**src/rtl/channel_error_injector_pkg.sv**
```systemverilog
// Shared types and helpers for the channel error injector.
package chan_pkg;

  typedef enum logic [1:0] {OFF, PERIODIC, RANDOM, RAND_BURST} inj_mode_t;
  typedef enum logic {IDLE, BURST} inj_state_t;

  // Galois taps for x^16 + x^14 + x^13 + x^11 + 1 (right-shifting form).
  localparam logic [15:0] LFSR_TAPS = 16'hB400;

  // Number of set bits; callers zero-extend narrower masks to 64 bits.
  function automatic logic [7:0] popcount(input logic [63:0] v);
    logic [7:0] c;
    c = '0;
    for (int i = 0; i < 64; i++) c = c + {7'b0, v[i]};
    return c;
  endfunction

endpackage

```
**src/rtl/channel_error_injector_if.sv**
```systemverilog
// Symbol stream from the encoder into the injector and out to the decoder.
interface channel_error_injector_if #(
  parameter int W = 2
);
  logic         valid_i;
  logic [W-1:0] sym_i;
  logic         valid_o;
  logic [W-1:0] sym_o;
  logic [W-1:0] err_o;

  modport master (output valid_i, sym_i, input valid_o, sym_o, err_o);
  modport slave  (input valid_i, sym_i, output valid_o, sym_o, err_o);
endinterface

```
**src/rtl/channel_error_injector_lfsr16.sv**
```systemverilog
// 16-bit Galois LFSR; advances by one step whenever step is high.
module lfsr16
  import chan_pkg::*;
(
  input  logic        clk,
  input  logic        rst,
  input  logic        step,
  input  logic [15:0] seed,
  output logic [15:0] q
);

  // Load seed on reset, otherwise shift right and fold the taps in on a 1 out.
  always_ff @(posedge clk) begin
    if (rst)       q <= seed;
    else if (step) q <= {1'b0, q[15:1]} ^ (q[0] ? LFSR_TAPS : 16'h0000);
  end

endmodule

```
**src/rtl/channel_error_injector.sv**
```systemverilog
// Channel model between the convolutional encoder and the Viterbi decoder:
// corrupts selected symbols with cfg_bit_mask and keeps injection statistics.
module channel_error_injector
  import chan_pkg::*;
#(
  parameter int          W         = 2,
  parameter int          PERIOD_W  = 8,
  parameter int          BURST_W   = 4,
  parameter int          CNT_W     = 32,
  parameter logic [15:0] LFSR_SEED = 16'hACE1
) (
  input  logic                 clk,
  input  logic                 rst,
  input  logic [1:0]           cfg_mode,
  input  logic [PERIOD_W-1:0]  cfg_period,
  input  logic [BURST_W-1:0]   cfg_burst_len,
  input  logic [7:0]           cfg_threshold,
  input  logic [W-1:0]         cfg_bit_mask,
  channel_error_injector_if.slave bus,
  output logic [CNT_W-1:0]     word_ct,
  output logic [CNT_W-1:0]     inj_word_ct,
  output logic [CNT_W-1:0]     inj_bit_ct
);

  inj_mode_t          mode;
  inj_state_t         state_q, state_d;
  logic [BURST_W-1:0] rem_q, rem_d;
  logic [BURST_W-1:0] rem_start;
  logic [PERIOD_W-1:0] phase_q;
  logic [15:0]        lfsr_q;
  logic               lfsr_hi_unused;
  logic               valid;
  logic               trig;
  logic               inject;
  logic [63:0]        mask_ext;
  logic [7:0]         mask_bits;

  assign mode           = inj_mode_t'(cfg_mode);
  assign valid          = bus.valid_i;
  assign lfsr_hi_unused = ^lfsr_q[15:8];
  // A zero burst length still corrupts the triggering word.
  assign rem_start      = (cfg_burst_len == '0) ? '0 : cfg_burst_len - BURST_W'(1);

  function automatic logic [CNT_W-1:0] sat_add(input logic [CNT_W-1:0] a,
                                               input logic [7:0] b);
    logic [CNT_W:0] s;
    s = {1'b0, a} + (CNT_W+1)'(b);
    return s[CNT_W] ? {CNT_W{1'b1}} : s[CNT_W-1:0];
  endfunction

  lfsr16 u_lfsr (
    .clk  (clk),
    .rst  (rst),
    .step (valid),
    .seed (LFSR_SEED),
    .q    (lfsr_q)
  );

  // Zero-extend the flip mask for the bit counter.
  always_comb begin
    mask_ext = '0;
    mask_ext[W-1:0] = cfg_bit_mask;
    mask_bits = popcount(mask_ext);
  end

  // Trigger decision for the current word, using the LFSR value before it steps.
  always_comb begin
    trig = 1'b0;
    case (mode)
      PERIODIC:           trig = (phase_q == '0) && (cfg_period != '0);
      RANDOM, RAND_BURST: trig = (lfsr_q[7:0] < cfg_threshold);
      default:            trig = 1'b0;
    endcase
  end

  // Burst FSM state register.
  always_ff @(posedge clk) begin
    if (rst) begin
      state_q <= IDLE;
      rem_q   <= '0;
    end else begin
      state_q <= state_d;
      rem_q   <= rem_d;
    end
  end

  // Next state and per-word corrupt decision; an OFF mode aborts a burst even
  // on an idle cycle, and retriggers are ignored while a burst is running.
  always_comb begin
    state_d = state_q;
    rem_d   = rem_q;
    inject  = 1'b0;
    case (state_q)
      IDLE: begin
        if (valid && trig) begin
          inject = 1'b1;
          if (mode == PERIODIC || mode == RAND_BURST) begin
            rem_d = rem_start;
            if (rem_start != '0) state_d = BURST;
          end
        end
      end
      BURST: begin
        if (mode == OFF) begin
          state_d = IDLE;
          rem_d   = '0;
        end else if (valid) begin
          inject = 1'b1;
          rem_d  = rem_q - BURST_W'(1);
          if (rem_q == BURST_W'(1)) state_d = IDLE;
        end
      end
    endcase
  end

  // Burst spacing counter, runs on every valid word including burst words.
  always_ff @(posedge clk) begin
    if (rst) phase_q <= '0;
    else if (valid) begin
      if (cfg_period == '0 || phase_q >= cfg_period - PERIOD_W'(1)) phase_q <= '0;
      else phase_q <= phase_q + PERIOD_W'(1);
    end
  end

  // Registered output stage; sym_o holds across idle cycles.
  always_ff @(posedge clk) begin
    if (rst) begin
      bus.valid_o <= 1'b0;
      bus.sym_o   <= '0;
      bus.err_o   <= '0;
    end else begin
      bus.valid_o <= valid;
      if (valid) begin
        bus.sym_o <= bus.sym_i ^ (inject ? cfg_bit_mask : '0);
        bus.err_o <= inject ? cfg_bit_mask : '0;
      end else begin
        bus.err_o <= '0;
      end
    end
  end

  // Saturating statistics counters.
  always_ff @(posedge clk) begin
    if (rst) begin
      word_ct     <= '0;
      inj_word_ct <= '0;
      inj_bit_ct  <= '0;
    end else if (valid) begin
      word_ct <= sat_add(word_ct, 8'd1);
      if (inject) begin
        inj_word_ct <= sat_add(inj_word_ct, 8'd1);
        inj_bit_ct  <= sat_add(inj_bit_ct, mask_bits);
      end
    end
  end

endmodule

```
**src/flat_wrapper.sv**
```systemverilog
// flat-port wrapper written by rule: the top's interface ports become plain ports
module channel_error_injector_flat import chan_pkg::*;
#(
  parameter int          W         = 2,
  parameter int          PERIOD_W  = 8,
  parameter int          BURST_W   = 4,
  parameter int          CNT_W     = 32,
  parameter logic [15:0] LFSR_SEED = 16'hACE1
)
  (clk, rst, cfg_mode, cfg_period, cfg_burst_len, cfg_threshold, cfg_bit_mask, word_ct, inj_word_ct, inj_bit_ct, bus_valid_i, bus_sym_i, bus_valid_o, bus_sym_o, bus_err_o);
  channel_error_injector_if #(.W(W)) bus_i ();
  input  logic clk;
  input  logic rst;
  input  logic [1:0] cfg_mode;
  input  logic [PERIOD_W-1:0] cfg_period;
  input  logic [BURST_W-1:0] cfg_burst_len;
  input  logic [7:0] cfg_threshold;
  input  logic [W-1:0] cfg_bit_mask;
  output logic [CNT_W-1:0] word_ct;
  output logic [CNT_W-1:0] inj_word_ct;
  output logic [CNT_W-1:0] inj_bit_ct;
  input wire logic [$bits(bus_i.valid_i)-1:0] bus_valid_i;
  input wire logic [$bits(bus_i.sym_i)-1:0] bus_sym_i;
  output wire logic [$bits(bus_i.valid_o)-1:0] bus_valid_o;
  output wire logic [$bits(bus_i.sym_o)-1:0] bus_sym_o;
  output wire logic [$bits(bus_i.err_o)-1:0] bus_err_o;
  assign bus_i.valid_i = bus_valid_i;
  assign bus_i.sym_i = bus_sym_i;
  assign bus_valid_o = bus_i.valid_o;
  assign bus_sym_o = bus_i.sym_o;
  assign bus_err_o = bus_i.err_o;
  channel_error_injector #(.W(W), .PERIOD_W(PERIOD_W), .BURST_W(BURST_W), .CNT_W(CNT_W), .LFSR_SEED(LFSR_SEED)) u_core (.clk(clk), .rst(rst), .cfg_mode(cfg_mode), .cfg_period(cfg_period), .cfg_burst_len(cfg_burst_len), .cfg_threshold(cfg_threshold), .cfg_bit_mask(cfg_bit_mask), .bus(bus_i), .word_ct(word_ct), .inj_word_ct(inj_word_ct), .inj_bit_ct(inj_bit_ct));
endmodule
```
**config.mk**
```make
export PLATFORM = sky130hd
export DESIGN_NAME = channel_error_injector_flat
export DESIGN_NICKNAME = d
export VERILOG_FILES = /design/src/rtl/channel_error_injector_pkg.sv /design/src/rtl/channel_error_injector_if.sv /design/src/rtl/channel_error_injector_lfsr16.sv /design/src/rtl/channel_error_injector.sv /design/src/flat_wrapper.sv
export SDC_FILE = /design/constraint.sdc
export NUM_CORES = 1
export LEC_CHECK = 0
export BUFFER_PORTS_ARGS = -buffer_cell sky130_fd_sc_hd__buf_4
export CAP_MARGIN = 10
export CORE_ASPECT_RATIO = 0.9
export CORE_MARGIN = 4
export CORE_UTILIZATION = 56
export DETAILED_ROUTE_END_ITERATION = 10
export PLACE_DENSITY = 0.77
export RECOVER_POWER = 50
export SYNTH_ARGS = -nofsm -noshare
export SYNTH_HDL_FRONTEND = slang
export SYNTH_SLANG_ARGS = --single-unit
```
**constraint.sdc**
```tcl
create_clock -name clk -period 3.4 [get_ports clk]
set_input_delay 0.68 -clock clk [delete_from_list [all_inputs] [get_ports clk]]
set_output_delay 0.68 -clock clk [all_outputs]
set_load 0.02 [all_outputs]
```
==> results.sh <==
export IMPL_cts_root_buf="clkbuf_16"
export IMPL_clk_pin_slew_worst_paths_ns=0.06
export IMPL_post_route_period_util=0.805
export IMPL_synth_area_per_cell_um2=8.55
export IMPL_layout_drive_gt1_share=0.0973
export IMPL_yosys_top_cells_count="130 x dfxtp_1, 71 x a21oi_1, 64 x nand2_1"
export IMPL_postCtsSetupBuffers=0
export IMPL_ctsResizeCount=0
export IMPL_hold_viol=0
export IMPL_m1WireLength_mm=8.23
export IMPL_highest_layer="met4"
export IMPL_ys_seq_area_frac=0.372
export IMPL_netlist_top_cells_area="dfxtp_1 37%, xnor2_1 5.1%, a21oi_1 5.1%"
export IMPL_hp_class="reg -> reg"
export IMPL_slew_viol_final=0
export IMPL_ys_dominant_reg_cell="dfxtp_1"
export IMPL_clock_latency_ns=0.41
export IMPL_synth_top_area_cell="dfxtp_1"
export IMPL_timing_slew_headroom=0.0839
export IMPL_via_per_inst=6.21
export IMPL_clkSinkCount=130
export IMPL_fin_crit_ns=2.74
export IMPL_grt_max_degree=63
export IMPL_antenna_cells=0
export IMPL_critPathLaunchType="input port"
export IMPL_dp_hpwl_mm=13.3
export IMPL_dr_wl_met2_mm=9.34
export IMPL_peakVddDrop_mv=0.350
export IMPL_vias=6865
export IMPL_fin_hold_ws_ns=0.478
export IMPL_rsz0062_at_grt="no"
export IMPL_async_reset_ff_frac=0
export IMPL_fp_dieW_um=126
export IMPL_die_h_um=114
export IMPL_max_freq_mhz=365
export IMPL_max_clock_path_buffers=2
export IMPL_synth_edf_count=0
export IMPL_ys_ff_latch=130
export IMPL_antenna_found_initial=0
export IMPL_powerDensity_nw_per_um2=438
export IMPL_post_synth_top_area_fraction=0.372
export IMPL_power_total_uw=3640
export IMPL_routabilityCongestion=0.893
export IMPL_ant_nets=0
export IMPL_syn_inst=819
export IMPL_grt_overflow=0
export IMPL_path_class="in -> reg"
export IMPL_finalClockSkew_ns=0.00869
export IMPL_die_area_um2=14400
export IMPL_fin_tns_setup_ns=0
export IMPL_wl_mm=18.9
export IMPL_outcome="finished clean"
export IMPL_cts_max_level=4
export IMPL_fin_nets=991
export IMPL_ios=130
export IMPL_synth_distinct_cells=64
export IMPL_drc=0
export IMPL_syn_area_um2=7000
export IMPL_fill_cells=1091
export IMPL_firstDrtPassIters=5
export IMPL_critical_path_required_ns=3.70
export IMPL_io_buffers=129
export IMPL_end_kind="register"
export IMPL_p_leak_uw=0.00284
export IMPL_arrival_ns=3.03
export IMPL_rows=38
export IMPL_worst_slew_pin_slew_ns=1.37
export IMPL_areaGrowthSynthToFinish_pct=18.4
export IMPL_coreArea_um2=12100
export IMPL_grt_total_usage=0.257
export IMPL_wire_per_inst_um=17.1
export IMPL_yosysMostFrequentCell="dfxtp_1"
export IMPL_initial_utilization=0.578
export IMPL_synth_warnings=0
export IMPL_wl_met3_mm=1.04
export IMPL_holdBufCountCts=0
export IMPL_setup_viol_count_final=0
export IMPL_grt_pass1_wl_mm=31.3
export IMPL_cts_buffers=17
export IMPL_grt_pass1_vias=6480
export IMPL_critical_path_max_fanout=13
export IMPL_drt_iter0_markers=547
export IMPL_cts_tree="built"
export IMPL_synth_nets=875
export IMPL_maxCapViolations=0
## routing by layer
metal | global-route usage | up-vias
met5 | 0 | -
met4 | 0.0979 | 0
met3 | 0.0508 | 26
met2 | 0.431 | 248
met1 | 0.331 | 3300
li1 | - | 3291
## critical path: stages
cell and delay, ns:
buf_4 0.12, ha_1 0.27, ha_1 0.17, inv_1 0.06, fa_1 0.40, nor2b_1 0.18, nand2_1 0.30, nor2_2 0.30
nor2_1 0.24, a311oi_1 0.32
## report_power, final
group          total, uW  switching, uW  internal [uW]
clock network       1750            627           1120
logic                302            188            114
registers           1580           28.7           1550
## cells in the final DEF, fill, tap and decap left out, types with 6 or more instances in the layout
master | synthesis | final
dfxtp_1 | 130 | 130
clkbuf_1 | 35 | 102
a21oi_1 | 71 | 70
nand2_1 | 64 | 64
nor2_1 | 46 | 46
buf_4 | 0 | 45
xnor2_1 | 41 | 41
nand3_1 | 37 | 37
inv_1 | 33 | 33
nor3_1 | 32 | 32
a211oi_1 | 27 | 27
ha_1 | 26 | 26
a31oi_1 | 23 | 23
o21ai_0 | 22 | 22
nand4_1 | 20 | 20
xor2_1 | 18 | 18
and3_1 | 17 | 17
clkbuf_16 | 0 | 17
a311oi_1 | 15 | 15
mux2i_1 | 14 | 14
and4_1 | 13 | 13
nor4_1 | 11 | 11
or3_1 | 9 | 9
and2_1 | 9 | 9
a2111oi_0 | 8 | 8
or4_1 | 6 | 6
a21o_1 | 6 | 6
## metrics by stage
stage	setup slack (ns)	cells	instance area, um^2	util
floorplan	0.597	819	7000	-
global placement	0.428	1076	8110	0.669
detailed placement	0.325	1076	8110	0.669
CTS	0.749	1106	8670	0.715
global route	0.457	1106	8290	0.684
finish	0.664	1106	8290	0.684
## kinds of logic (layout without fill, tap and decap cells)
group | after synthesis | in the layout | share of synthesized area
AND/OR/NAND/NOR | 295 | 295 | 0.232
AO/OA/AOI/OAI | 213 | 213 | 0.208
flip-flops | 130 | 130 | 0.372
buffers and inverters | 81 | 208 | 0.0456
XOR/XNOR | 59 | 59 | 0.0738
adder cells (fa/ha/maj) | 27 | 27 | 0.0493
multiplexers | 14 | 14 | 0.0200
## state kept, by name, summed over array words and instances, names as in the netlist
register and count:
u_core.phase_q 8, u_core.bus.sym_o 2, u_core.inj_bit_ct 32, u_core.bus.err_o 2, u_core.word_ct 32, u_core.u_lfsr.q 16
u_core.inj_word_ct 32, u_core.rem_q 4, u_core.bus.valid_o 1, u_core.state_q 1
## layout make-up
class,instances,area (um^2),area share
well taps,160,200,0.0241
flip-flops and latches,130,2600,0.314
clock buffers,24,482,0.0581
repair buffers,145,716,0.0863
clock inverters,6,80.1,0.00965
multi-input cells,608,4090,0.493
inverters,33,124,0.0149
## path summary, 6_finish.rpt
check                                    start                                  to  slack, ns  cells past startpoint
min reg2reg    u_core.u_lfsr.q[8]$_SDFFE_PP0P_     u_core.u_lfsr.q[7]$_SDFFE_PP1P_       0.48                      2
min            u_core.u_lfsr.q[8]$_SDFFE_PP0P_     u_core.u_lfsr.q[7]$_SDFFE_PP1P_       0.48                      2
max reg2reg  u_core.inj_bit_ct[3]$_SDFFE_PP0P_  u_core.inj_bit_ct[24]$_SDFFE_PP0P_       0.69                      6
max                            cfg_bit_mask[1]   u_core.inj_bit_ct[5]$_SDFFE_PP0P_       0.66                     10
(Power assumes the default switching activity.)
